<file path="src/rtl/cpu_ctrl_pkg.sv">
// Shared control definitions for the ALU instruction sequencer: state encoding,
// opcode constants and opcode classification helpers.
package cpu_ctrl_pkg;

  typedef enum logic [2:0] {
    StIdle,
    StT0,
    StT1,
    StT2,
    StT3,
    StT4,
    StT5,
    StT6
  } state_e;

  localparam logic [4:0] OP_ADD  = 5'b00011;
  localparam logic [4:0] OP_SUB  = 5'b00100;
  localparam logic [4:0] OP_AND  = 5'b00101;
  localparam logic [4:0] OP_OR   = 5'b00110;
  localparam logic [4:0] OP_SHR  = 5'b01001;
  localparam logic [4:0] OP_SHL  = 5'b01011;
  localparam logic [4:0] OP_NEG  = 5'b10001;
  localparam logic [4:0] OP_NOT  = 5'b10010;

  // ALU function used during fetch to compute PC + 1 into Z.
  localparam logic [4:0] ALU_INC = 5'b11111;

  function automatic logic is_unary(input logic [4:0] op);
    return (op == OP_NEG) || (op == OP_NOT);
  endfunction

  function automatic logic is_binary(input logic [4:0] op);
    return (op == OP_ADD) || (op == OP_SUB) || (op == OP_AND) ||
           (op == OP_OR)  || (op == OP_SHR) || (op == OP_SHL);
  endfunction

  function automatic logic is_legal(input logic [4:0] op);
    return is_binary(op) || is_unary(op);
  endfunction

endpackage

</file>
<file path="src/rtl/seq_wait_counter.sv">
// Memory wait counter for the T2 fetch state. Cleared before each fetch,
// counts cycles without mem_ready, and flags the final allowed wait cycle.
module seq_wait_counter
  import cpu_ctrl_pkg::*;
#(
  parameter int unsigned LIMIT = 16
) (
  input  logic clk,
  input  logic reset,
  input  logic clear,
  input  logic enable,
  output logic expired
);

  localparam int unsigned CW = (LIMIT > 1) ? $clog2(LIMIT) : 1;

  logic [CW-1:0] count_q;

  // Count stalled cycles; clear has priority over enable.
  always_ff @(posedge clk or posedge reset) begin
    if (reset) begin
      count_q <= '0;
    end else if (clear) begin
      count_q <= '0;
    end else if (enable) begin
      count_q <= count_q + CW'(1);
    end
  end

  // The cycle holding LIMIT-1 is the last one in which mem_ready may still arrive.
  assign expired = (count_q == CW'(LIMIT - 1));

endmodule

</file>
<file path="src/rtl/alu_instr_sequencer.sv">
// Multi-cycle fetch/execute sequencer for register-register ALU instructions
// on the single-bus datapath. Strobes are decoded from state; done and fault
// are registered one-cycle pulses.
module alu_instr_sequencer
  import cpu_ctrl_pkg::*;
#(
  parameter int unsigned OPW         = 5,
  parameter int unsigned MEM_TIMEOUT = 16
) (
  input  logic           clk,
  input  logic           reset,
  input  logic           start,
  input  logic [31:0]    ir,
  input  logic           mem_ready,
  output logic           busy,
  output logic           done,
  output logic           fault,
  output logic           pc_out,
  output logic           mar_in,
  output logic           inc_pc,
  output logic           pc_in,
  output logic           mem_read,
  output logic           mdr_in,
  output logic           mdr_out,
  output logic           ir_in,
  output logic           y_in,
  output logic           z_in,
  output logic           zlow_out,
  output logic           gra,
  output logic           grb,
  output logic           grc,
  output logic           r_out,
  output logic           r_in,
  output logic [OPW-1:0] alu_op
);

  state_e     state;
  logic [4:0] opcode;
  logic       unused_ir;
  logic       wait_clear;
  logic       wait_enable;
  logic       wait_expired;

  assign opcode    = ir[31:27];
  assign unused_ir = ^ir[26:0];

  assign wait_clear  = (state == StT1);
  assign wait_enable = (state == StT2) && !mem_ready;

  seq_wait_counter #(
    .LIMIT (MEM_TIMEOUT)
  ) u_wait_counter (
    .clk     (clk),
    .reset   (reset),
    .clear   (wait_clear),
    .enable  (wait_enable),
    .expired (wait_expired)
  );

  // State sequencing with registered done/fault pulses.
  always_ff @(posedge clk or posedge reset) begin
    if (reset) begin
      state <= StIdle;
      done  <= 1'b0;
      fault <= 1'b0;
    end else begin
      done  <= 1'b0;
      fault <= 1'b0;
      unique case (state)
        StIdle: if (start) state <= StT0;
        StT0:   state <= StT1;
        StT1:   state <= StT2;
        StT2: begin
          // mem_ready wins over expiry on the final wait cycle.
          if (mem_ready) begin
            state <= StT3;
          end else if (wait_expired) begin
            fault <= 1'b1;
            state <= StIdle;
          end
        end
        StT3:   state <= StT4;
        StT4: begin
          if (is_unary(opcode)) begin
            state <= StT6;
          end else if (is_legal(opcode)) begin
            state <= StT5;
          end else begin
            fault <= 1'b1;
            state <= StIdle;
          end
        end
        StT5:   state <= StT6;
        StT6: begin
          done  <= 1'b1;
          state <= StIdle;
        end
        default: state <= StIdle;
      endcase
    end
  end

  // Datapath strobe decode from the current state (and opcode in T4/T5).
  always_comb begin
    busy     = (state != StIdle);
    pc_out   = 1'b0;
    mar_in   = 1'b0;
    inc_pc   = 1'b0;
    pc_in    = 1'b0;
    mem_read = 1'b0;
    mdr_in   = 1'b0;
    mdr_out  = 1'b0;
    ir_in    = 1'b0;
    y_in     = 1'b0;
    z_in     = 1'b0;
    zlow_out = 1'b0;
    gra      = 1'b0;
    grb      = 1'b0;
    grc      = 1'b0;
    r_out    = 1'b0;
    r_in     = 1'b0;
    alu_op   = '0;
    unique case (state)
      StT0: begin
        pc_out = 1'b1;
        mar_in = 1'b1;
        z_in   = 1'b1;
        alu_op = OPW'(ALU_INC);
      end
      StT1: begin
        zlow_out = 1'b1;
        pc_in    = 1'b1;
      end
      StT2: begin
        mem_read = 1'b1;
        mdr_in   = 1'b1;
      end
      StT3: begin
        mdr_out = 1'b1;
        ir_in   = 1'b1;
      end
      StT4: begin
        if (is_unary(opcode)) begin
          grb    = 1'b1;
          r_out  = 1'b1;
          z_in   = 1'b1;
          alu_op = OPW'(opcode);
        end else if (is_legal(opcode)) begin
          grb   = 1'b1;
          r_out = 1'b1;
          y_in  = 1'b1;
        end
      end
      StT5: begin
        grc    = 1'b1;
        r_out  = 1'b1;
        z_in   = 1'b1;
        alu_op = OPW'(opcode);
      end
      StT6: begin
        zlow_out = 1'b1;
        gra      = 1'b1;
        r_in     = 1'b1;
      end
      default: ;
    endcase
  end

endmodule

</file>
<file path="config.mk">
export PLATFORM = sky130hd
export DESIGN_NAME = alu_instr_sequencer
export DESIGN_NICKNAME = d
export VERILOG_FILES = /design/src/rtl/cpu_ctrl_pkg.sv /design/src/rtl/seq_wait_counter.sv /design/src/rtl/alu_instr_sequencer.sv
export SDC_FILE = /design/constraint.sdc
export NUM_CORES = 1
export LEC_CHECK = 0
export CAP_MARGIN = 40
export CORE_AREA = 2 2 51 53
export CTS_BUF_LIST = sky130_fd_sc_hd__clkbuf_4 sky130_fd_sc_hd__clkbuf_8
export CTS_CLUSTER_SIZE = 25
export DETAILED_ROUTE_END_ITERATION = 7
export DIE_AREA = 0 0 53 55
export HOLD_SLACK_MARGIN = 0.06
export PLACE_DENSITY = 0.74
export SYNTH_ARGS = -nofsm -noshare
export SYNTH_HDL_FRONTEND = slang
export SYNTH_SLANG_ARGS = --single-unit
</file>
<file path="constraint.sdc">
create_clock -name clk -period 1.8 [get_ports clk]
set_clock_uncertainty 0.1 [all_clocks]
set_input_delay 0.54 -clock clk [delete_from_list [all_inputs] [get_ports clk]]
set_output_delay 0.54 -clock clk [all_outputs]
set_load 0.01 [all_outputs]
</file>
==> results of run 1 <==
-- worst reg2reg max path: cells and delay by family, from the launching register on --
family	cells	cell delay, ps
AOI/OAI and AO/OA	2	250
DFF	1	440
and+or+nand+nor	1	140
buffers and inverters	5	690
-- per-layer routing --
| metal | track usage [%] | part of all wire [%] | up-vias |
|---|---|---|---|
| met4 | 7.69 | 2.5 | 0 |
| li1 | - | - | 428 |
| met1 | 16.3 | 36 | 427 |
| met5 | 0 | 0 | - |
| met2 | 32.5 | 55 | 30 |
| met3 | 5.65 | 6.1 | 8 |
-- power by group --
group          switching, mW  internal, mW
sequential            0.0855         0.271
combinational          0.677         0.966
clock                 0.0801        0.0823
-- cells in the final DEF, fill, tap and decap left out, types with 2 or more instances in the layout --
master,instances
buf_4,30
buf_6,25
buf_2,16
nor2_1,7
dfrtp_1,6
a21oi_1,4
o21ai_2,4
nand2_1,3
nor2_4,3
a21o_1,3
inv_1,3
clkbuf_4,3
clkdlybuf4s50_1,3
dfrtp_2,3
nor3b_4,2
xor2_1,2
o21ai_0,2
nand3b_1,2
nand2_2,2
a22o_1,2
dlymetal6s2s_1,2
-- worst max path at each step --
stage                endpoint
global placement    alu_op[0]
floorplan               r_out
CTS                     r_out
finish              alu_op[1]
detailed placement  alu_op[1]
global route              grb
-- synthesized netlist by cell type --
master and n:
o311ai_0 1, or2_1 1, nand2b_1 2, conb_1 1
xnor2_1 1, or3_1 1, o21ai_0 5, and3_1 2
inv_1 3, a21o_1 3, o21ai_1 2, nand4_1 1
dfrtp_1 9, clkbuf_1 2, a21oi_1 4, nor2_1 10
buf_2 2, xor2_1 3, nor3b_1 2, nand2_1 6
buf_4 5, a32o_1 1, ha_1 1, mux2i_1 1
inv_2 1, a22o_1 2, o311a_1 1, a31oi_1 1
nor2b_1 2, nor4bb_1 1, nand3_1 2, nand3b_1 2
nor3_1 2
-- cell type report --
class / count / area [um2]
Clock buffer: 3 / 22.5
Fill cell: 202 / 900
Multi-Input combinational cell: 61 / 499
Sequential cell: 9 / 229
Inverter: 4 / 15.0
Timing Repair Buffer: 77 / 657
Clock inverter: 1 / 5.00
Tap cell: 30 / 37.5
-- timing repair --
item / in CTS / in global routing
setup endpoints to repair: 23 / 24
setup buffers: 12 / 8
gates resized for setup: 146 / 20
pin swaps: 16 / 12
-- through the flow --
step / area, um2 / utilization [%] / std cells
2_1_floorplan: 678 / - / 83
3_3_place_gp: 1170 / 49.6 / 162
3_5_place_dp: 1170 / 49.6 / 162
4_1_cts: 1330 / 56.3 / 178
5_1_grt: 1470 / 62.0 / 185
6_report: 1470 / 62.0 / 185
-- sequential cells by signal, indices dropped and copies added, names as in the netlist --
name / flops
fault: 1
done: 1
u_wait_counter.count_q: 4
state: 3
-- kinds of logic after synthesis --
group / Yosys count
other cells: 1
flops: 9
simple gates: 34
mux: 1
compound gates: 20
xor+xnor: 4
buf+inv: 13
fa+ha+maj: 1
==> flow_metrics.py, run 1 <==
metrics = {
    "power_and_ir_drop": {
        "power.density_nw_per_um2": 1480,
        "finalPower_mw": 2.16,
        "vdd_drop_max_uv": 902,
        "leakage_nw": 0.785,
    },
    "clocking": {
        "htree_levels": 1,
        "clock_path_buffers": 2,
        "ctsHoldBuffers": 0,
        "clkTransAtPathRegs_ps": 70,
        "cts_tree": "built",
        "clock-root-buffer": "clkbuf_4",
        "clock_sinks": 9,
        "worstSkewPairLatency_ps": 270,
        "cts_buffers": 3,
    },
    "logic_synthesis": {
        "syn_area_um2": 663,
        "synth_top_area_cell": "dfrtp_1",
        "synth.top_cells.by_area": "dfrtp_1, buf_4, nor2_1",
        "yosys.area_share.simple_pct": 26.6,
        "synth.distinct_cells": 33,
        "synth_cells": 83,
        "avgSynthCellArea_um2": 7.99,
        "muxShareOfSynthArea_pct": 1.51,
        "synth_compound_area_share_pct": 19.6,
        "yosysWarnings": 0,
        "synth_top_family_by_area": "simple AND/OR/NAND/NOR gates",
        "yosysSeqAreaShare_pct": 34.0,
        "synth-xor-area-share_pct": 5.28,
        "ys_ff_latch": 9,
        "synth_fp_nets": 120,
        "synth_adder_area_share_pct": 1.89,
        "netlist.area_leader.share_pct": 34.0,
    },
    "worst_setup_path": {
        "crit_buf_inv": 3,
        "critPathTopFamily": "flip-flops",
        "startpoint": "state[1]",
        "cp.required_ps": 1160,
        "critPathCaptureType": "primary output",
        "crit_type": "register to primary output",
        "r2r_start": "state[0]",
        "arrival_ps": 1400,
        "crit_path_max_incr_delay_ps": 470,
        "regToRegEndpoint": "state[0]",
        "r2r_slack_ps": 60,
        "crit_slowest_cell": "dfrtp_2",
        "crit_cells": 5,
        "worstPathCellList": "nand3b_1 -> inv_2 -> buf_6 -> a22o_1 -> buf_2",
        "crit_fanout": 6,
        "rr_worst_depth": 8,
        "startpoint_type": "register",
    },
    "global_routing": {
        "antenna_found_initial": 0,
        "grt_pass1_vias": 875,
        "grtUsageTotal_pct": 16.9,
        "grt_pass1_wl_mm": 3.59,
        "overflow": 0,
        "grt_max_degree": 10,
    },
    "sta": {
        "min_period_over_period_pct": 114,
        "rsz0062_at_grt": "yes",
        "finalSetupViolCount": 21,
        "fin_crit_ps": 2040,
        "hold-worst-slack_ps": 443,
        "hold_viol": 0,
        "fin_ws_ps": -243,
        "drv_slew": 0,
        "max_freq_mhz": 489,
        "fin_setup_tns_ps": -3130,
    },
    "final_layout": {
        "nets": 193,
        "drive_above_1_share_pct": 64.5,
        "antenna_cells": 0,
        "syn2layout_area_growth_pct": 121,
    },
    "place": {
        "gp_congestion": 0.801,
        "dp_hpwl_mm": 1.51,
        "io_buffers": 31,
        "post-place-ws_ps": -1150,
    },
    "die": {
        "die_w_um": 53,
        "core_um2": 2360,
        "die_y_um": 55,
        "die-area_um2": 2920,
        "initial_core_util_pct": 28.0,
        "ios": 60,
        "rows": 18,
    },
    "route": {
        "drt_iter0_drc": 5,
        "via_per_inst": 4.83,
        "vias": 893,
        "wl_mm": 2.46,
        "wire_per_inst_um": 13.3,
        "ant_nets": 0,
        "drc_errors": 0,
        "first_pass_iters": 3,
    },
    "run_status": {
        "violations": "negative setup slack",
        "status": "finished with violations",
    },
    "job": {
        "maxCapViolations": 0,
    },
    "min_path": {
        "holdCritPathClass": "input pin to async pin",
    },
}
No activity file was read; power rests on OpenSTA's default activity.
==> run 2: changes to the inputs <==
CORE_AREA = 2 2 50 52   (was 2 2 51 53)
DIE_AREA = 0 0 52 54   (was 0 0 53 55)
PLACE_DENSITY = 0.78   (was 0.74)
SYNTH_HIERARCHICAL = 1   (was unset)
==> flow_metrics.py, run 2 <==
metrics = {
    "sta": {
        "max_freq_mhz": 465,
        "finalSetupViolCount": 20,
        "fin_crit_ps": 2150,
        "rsz0062_at_grt": "yes",
        "hold_viol": 0,
        "min_period_over_period_pct": 120,
        "hold-worst-slack_ps": 399,
        "drv_slew": 0,
        "fin_ws_ps": -352,
    },
    "worst_setup_path": {
        "cp.required_ps": 1160,
        "startpoint_type": "input pin",
        "crit_type": "input pin to primary output",
        "r2r_slack_ps": 110,
        "crit_fanout": 3,
        "critPathTopFamily": "buffers and inverters",
        "regToRegEndpoint": "u_wait_counter/count_q[3]",
        "crit_slowest_cell": "a311oi_4",
        "worstPathCellList": "buf_12 -> xnor2_4 -> nor4_4 -> buf_4 -> a311oi_4 -> o21ai_2 -> buf_2",
        "rr_worst_depth": 7,
        "arrival_ps": 1510,
        "crit_path_max_incr_delay_ps": 280,
        "crit_buf_inv": 3,
        "r2r_start": "state[0]",
        "critPathCaptureType": "primary output",
    },
    "logic_synthesis": {
        "synth_top_area_cell": "dfrtp_1",
        "ys_async_sr_fraction_pct": 100,
        "netlist.area_leader.share_pct": 32.7,
        "synth_common_cells": "nor2_1, dfrtp_1, a21oi_1, buf_4, nand2_1",
        "synth.top_cells.by_area": "dfrtp_1, buf_4, nor2_1",
        "synth_fp_nets": 119,
        "yosysSeqAreaShare_pct": 32.7,
        "synth.distinct_cells": 35,
        "ys_ff_latch": 9,
        "avgSynthCellArea_um2": 8.39,
        "synth_most_common_cell": "nor2_1",
        "yosysWarnings": 6,
        "synth_top_flop_cell": "dfrtp_1",
        "synth_cells": 82,
        "syn_area_um2": 688,
        "synth-edff-count": 0,
    },
    "clocking": {
        "clock_sinks": 9,
        "clkTransAtPathRegs_ps": 70,
        "clock_path_buffers": 2,
        "ctsHoldBuffers": 0,
        "htree_levels": 1,
        "cts_tree": "built",
        "cts_buffers": 3,
        "worstSkewPairLatency_ps": 270,
        "clock-root-buffer": "clkbuf_4",
    },
    "final_layout": {
        "final_cell_mix": "buf_4, buf_6, buf_2",
        "largest_reg_flops": 4,
        "utilization_pct": 62.6,
        "antenna_cells": 0,
        "final_common_cell": "buf_4",
        "fillerInstances": 179,
        "area.sequential_um2": 229,
        "syn2layout_area_growth_pct": 111,
        "regMostFlops": "u_wait_counter/count_q",
        "nets": 184,
        "multi_input_area_um2": 548,
        "largestRegisters": "u_wait_counter/count_q x4, state x3",
        "drive_above_1_share_pct": 67.1,
    },
    "place": {
        "io_buffers": 31,
        "post-place-ws_ps": -1200,
        "dp_hpwl_mm": 1.61,
        "gp_congestion": 0.766,
    },
    "route": {
        "drc_errors": 0,
        "wl_mm": 2.65,
        "via_per_inst": 5.05,
        "drt_iter0_drc": 11,
        "ant_nets": 0,
        "wire_per_inst_um": 15.1,
        "vias": 889,
        "first_pass_iters": 4,
    },
    "global_routing": {
        "overflow": 0,
        "grtUsageTotal_pct": 20.3,
        "grt_pass1_wl_mm": 4.03,
        "grt_pass1_vias": 873,
        "antenna_found_initial": 0,
        "grt_max_degree": 8,
    },
    "power_and_ir_drop": {
        "finalPower_mw": 2.21,
        "leakage_nw": 0.755,
        "vdd_drop_max_uv": 920,
        "power.density_nw_per_um2": 1520,
    },
    "min_path": {
        "holdCritPathClass": "input pin to async pin",
    },
    "die": {
        "die_w_um": 52,
        "ios": 60,
        "die_y_um": 54,
        "die-area_um2": 2810,
        "rows": 18,
        "initial_core_util_pct": 29.7,
        "core_um2": 2320,
    },
    "run_status": {
        "violations": "negative setup slack",
        "status": "finished with violations",
    },
    "job": {
        "maxCapViolations": 0,
    },
}
run 2: report_power, final:
part	total (mW)	internal (mW)	switching, mW	leakage [nW]
clock	0.158	0.0821	0.0757	0.0177
sequential	0.340	0.270	0.0699	0.114
combinational	1.71	0.934	0.775	0.624
total	2.21	1.29	0.921	0.755
run 2: through the flow:
step | instances | cell area [um2] | setup TNS (ps)
final | 176 | 1450 | -4240
after floorplan | 82 | 716 | -189
after global placement | 157 | 1170 | -14000
after CTS | 174 | 1380 | -3970
after global routing | 176 | 1450 | -5460
after detailed placement | 157 | 1170 | -14730
run 2: cell type report:
class | count | share of cell area [%]
sequential | 9 | 15.8
timing repair buffer | 68 | 40.6
clock inverter | 1 | 0.345
inverter | 5 | 1.46
clock buffer | 3 | 1.55
multi-input combinational | 60 | 37.7
tap | 30 | 2.58
run 2: worst max-delay path by stage:
stage            from   endpoint  slack (ps)  cells past startpoint
2_1_floorplan  ir[28]        grb         -90                      4
3_3_place_gp   ir[28]  alu_op[4]       -1170                      6
3_5_place_dp   ir[28]  alu_op[4]       -1200                      6
4_1_cts        ir[27]      r_out        -380                      7
5_1_grt        ir[27]        grb        -400                      7
6_report       ir[27]      r_out        -350                      7
run 2: cell families (layout without fill, tap and decap cells):
logic type,after synthesis,in the layout,share of synthesized area [%]
xor gates and xnor gates,2,2,2.55
adders and majority gates,1,1,1.82
buffers and inverters,13,77,11.6
other,1,1,0.545
muxes,2,2,3.64
and+or+nand+nor,33,33,25.8
AOI/OAI and AO/OA,21,21,21.3
DFF,9,9,32.7
run 2: layer usage:
layer	up-vias	share of wire, %	track usage (%)
met5	-	0	0
met3	18	4.8	6.67
met1	424	41	22.3
met4	0	3.3	9.65
li1	413	-	-
met2	34	51	35.2
run 2: what timing repair did:
item / in CTS / in global routing
endpoints found under the setup margin: 24 / 25
resized for setup: 157 / 19
buffers inserted: 13 / 4
pin swaps: 13 / 13
